--- src/rtl/demux_stream.sv ---
// demux_stream: routes a valid/ready word stream to N one-entry
// channel slots, with broadcast and a saturating illegal-select drop count.
module demux_stream #(
  parameter int WIDTH = 8,
  parameter int N = 4,
  parameter int SELW = $clog2(N),
  parameter int CNTW = 8
) (
  input  logic                 clk,
  input  logic                 rst_n,
  input  logic [WIDTH-1:0]     in_data,
  input  logic [SELW-1:0]      in_sel,
  input  logic                 in_bcast,
  input  logic                 in_valid,
  output logic                 in_ready,
  output logic [N*WIDTH-1:0]   out_data,
  output logic [N-1:0]         out_valid,
  input  logic [N-1:0]         out_ready,
  output logic [CNTW-1:0]      drop_cnt
);

  logic [N-1:0][WIDTH-1:0] data_q;
  logic [N-1:0] valid_q;
  logic [N-1:0] free;
  logic [N-1:0] hit;
  logic [N-1:0] load;
  logic legal;
  logic xfer;
  logic drop;

  // select decode, slot availability and transfer qualification
  always_comb begin
    hit = '0;
    for (int i = 0; i < N; i++) begin
      hit[i] = (in_sel == SELW'(i));
    end
    free = ~valid_q | out_ready;
    legal = |hit;
    if (in_bcast) begin
      in_ready = &free;
    end else if (legal) begin
      in_ready = |(hit & free);
    end else begin
      in_ready = 1'b1;
    end
    xfer = in_valid && in_ready;
    load = '0;
    if (xfer) begin
      load = in_bcast ? {N{1'b1}} : hit;
    end
    drop = xfer && !in_bcast && !legal;
  end

  // slot registers: reload on transfer, otherwise clear when drained
  always_ff @(posedge clk or negedge rst_n) begin
    if (!rst_n) begin
      data_q  <= '0;
      valid_q <= '0;
    end else begin
      for (int i = 0; i < N; i++) begin
        if (load[i]) begin
          data_q[i]  <= in_data;
          valid_q[i] <= 1'b1;
        end else if (out_ready[i]) begin
          valid_q[i] <= 1'b0;
        end
      end
    end
  end

  // saturating count of words discarded for an out-of-range select
  always_ff @(posedge clk or negedge rst_n) begin
    if (!rst_n) begin
      drop_cnt <= '0;
    end else if (drop && (drop_cnt != {CNTW{1'b1}})) begin
      drop_cnt <= drop_cnt + 1'b1;
    end
  end

  assign out_data  = data_q;
  assign out_valid = valid_q;

endmodule

--- config.mk ---
export PLATFORM = sky130hd
export DESIGN_NAME = demux_stream
export DESIGN_NICKNAME = d
export VERILOG_FILES = /design/src/rtl/demux_stream.sv
export SDC_FILE = /design/constraint.sdc
export NUM_CORES = 1
export LEC_CHECK = 0
export ABC_AREA = 1
export CAP_MARGIN = 20
export CORE_UTILIZATION = 30
export DETAILED_ROUTE_END_ITERATION = 8
export DONT_BUFFER_PORTS = 1
export PLACE_DENSITY = 0.56
export RECOVER_POWER = 100
export SLEW_MARGIN = 20
export SYNTH_ARGS = -nofsm -noshare
export SYNTH_HDL_FRONTEND = slang
export SYNTH_SLANG_ARGS = --single-unit
export TNS_END_PERCENT = 30
--- constraint.sdc ---
create_clock -name clk -period 2.2 [get_ports clk]
set_input_delay 0.33 -clock clk [delete_from_list [all_inputs] [get_ports clk]]
set_output_delay 0.33 -clock clk [all_outputs]
set_load 0.02 [all_outputs]
==> metrics.txt <==
RSZ-0062 raised after global routing false; Cells after Synth 192; Max-cap violations 0; combinational power share 0.128; CTS tree built; core region area 6030 sq um; dpl cell area 1890 sq um; final setup margin 0.382 ns; DRC 0; CP max stage delay 0.46 ns; sequential area share after synthesis 0.576; Slowest-stage cell, CP dfrtp_1; upper clock frequency limit 550 MHz; H-tree Lvls 2; synth unique cells 19; later-pin clock latency in the skew report 0.30 ns; area leader, netlist dfrtp_1; IO Port Bufs 0; final setup vio count 0; fraction of layout cells with a size suffix above 1 0.114; dpl ws 0.541 ns; Setup Skew 0.00381 ns; switching pwr 803 uW; final instance area 1960 sq um; Yosys top cell area share 0.576; Worst Path Required 1.87 ns; syn avg cell area 9.95 sq um; post-synth net total 210; Worst-path clk slew 0.08 ns; placed cell count 250; Starting DRT DRC Count 84; Syn. warnings 0; clk sinks 44; final wirelength 4450 um; GRT Overall Usage 0.145; hpwl dp 3120 um; DR pass1 iterations 4; Top cell by count, worst path nand2_1; via count of the routed design 1268; CTS Buffer Depth 2; Min Hold Slack 0.179 ns; Site Rows 28; Switching Share 0.379; Post-CTS Setup Bufs 0; P&R area growth vs syn 2.55%; first-pass GRT wire length 6920 um; Slew Limit Fails 0; most common cell after layout, fill and taps aside nand2_1; fin crit share 0.826; Post-Syn Area 1910 sq um; Rel. slew slack 0.275; ANT nets after route 0; register area 1100 sq um; largest net degree at the start of global routing 45; GPL Wtd Cong 0.741; die width 81.8 um; Initial Utilization 0.317; pin slew with the least headroom to its limit 1.09 ns; highest-count cells in the layout ignoring fill and taps nand2_1 (76), dfrtp_1 (44), nand4_1 (32); Avg WL per Cell 17.1 um; Clk pwr share 0.251; #FFs+latches synth 44; sequential power share 0.621; CP Cell Sequence nand2_1, nand2_1, o21ai_1, nand2_1, nand2_8; crit start category flip-flop; Final #Nets 202; Lkg Pwr 1.00 nW; critical-path maximum fanout 37; area of the multi-input gates 621 sq um; status complete, no violations; Tmin final 1.82 ns; Area contributors post-synth dfrtp_1 (58%), nand2_1 (15%), nand4_1 (10%); worst min-delay path class input port to flip-flop; ant diodes 0; # fillers 644; final core occ 0.325; worst setup path category flip-flop to output port; Worst Path Arrival 1.49 ns; Inserted Clock Buffers 5; peak supply drop 0.295 mV; antenna violations before repair 0; Die ar. 6690 sq um; Setup TNS 0 ns; Overflow after GRT 0; # IOs 63; Pwr Density 1080 nW/um^2; Die Span Y 81.8 um; final hold violations 0; final cell count without fillers 260; CP endpoint kind output port; cell-internal power 1.32 mW; routed vias/inst 4.88; Power, Total 2.12 mW; Root Buffer Master clkbuf_8; vias in the first global route 1234
-- cell type report --
type | count | share of cell area
clock inverters | 2 | 0.00766
clock buffers | 6 | 0.0421
multi-input cells | 124 | 0.317
inverters | 7 | 0.0160
repair buffers | 2 | 0.00766
flip-flops and latches | 44 | 0.562
well taps | 75 | 0.0479
-- sequential cells by signal, indices dropped and copies added (netlist names) --
signal,cells
out_data,32
drop_cnt,8
out_valid,4
-- worst paths after layout --
| path | from | to | cells after the start | slack [ns] |
|---|---|---|---|---|
| setup reg to reg | out_valid[3] | out_data[18] | 8 | 0.39 |
| min in group asynchronous | rst_n | out_data[19] | 2 | 0.77 |
| hold reg to reg | drop_cnt[6] | drop_cnt[6] | 0 | 0.52 |
| max in group asynchronous | rst_n | out_data[25] | 2 | 0.76 |
| hold / removal | in_data[6] | out_data[14] | 2 | 0.18 |
| setup / recovery | out_valid[3] | in_ready | 5 | 0.38 |
-- per-layer routing --
layer	track usage	routed length [um]
met1	0.178	1780
met2	0.204	2020
met3	0.0767	530
met4	0.0737	119
met5	0	0
-- power groups by stage --
| stage | Clock [mW] | Sequential [mW] | Combinational, mW |
|---|---|---|---|
| floorplan | 0 | 1.29 | 0.272 |
| global placement | 0 | 1.34 | 0.262 |
| detailed placement | 0 | 1.34 | 0.268 |
| CTS | 0.557 | 1.32 | 0.294 |
| global route | 0.593 | 1.34 | 0.326 |
| finish | 0.532 | 1.32 | 0.271 |
-- cells in the mapped netlist (all sizes together) --
cell type and number:
dfrtp 44, clkbuf 8, o21ai 5, nand3 8, inv 6, nor2 1
clkinv 1, buf 9, nand2 78, nand4 32
-- worst max-delay path: cells and delay by family (launching register included) --
kind | cells | cell delay [ns]
AO/OA/AOI/OAI | 1 | 0.14
flip-flops | 1 | 0.46
AND/OR/NAND/NOR | 4 | 0.58
-- repair_timing --
| action | 4_1_cts | 5_1_grt |
|---|---|---|
| resized for setup | 0 | 0 |
| endpoints found under the hold margin | 44 | 0 |
| hold buffers | 2 | 0 |
-- cells by family after synthesis --
family	after synthesis	share of synthesized area
buffers and inverters	24	0.0779
AO/OA/AOI/OAI	5	0.0210
flip-flops	44	0.576
AND/OR/NAND/NOR	119	0.325
Note: power is estimated with default switching activity, not from simulation.
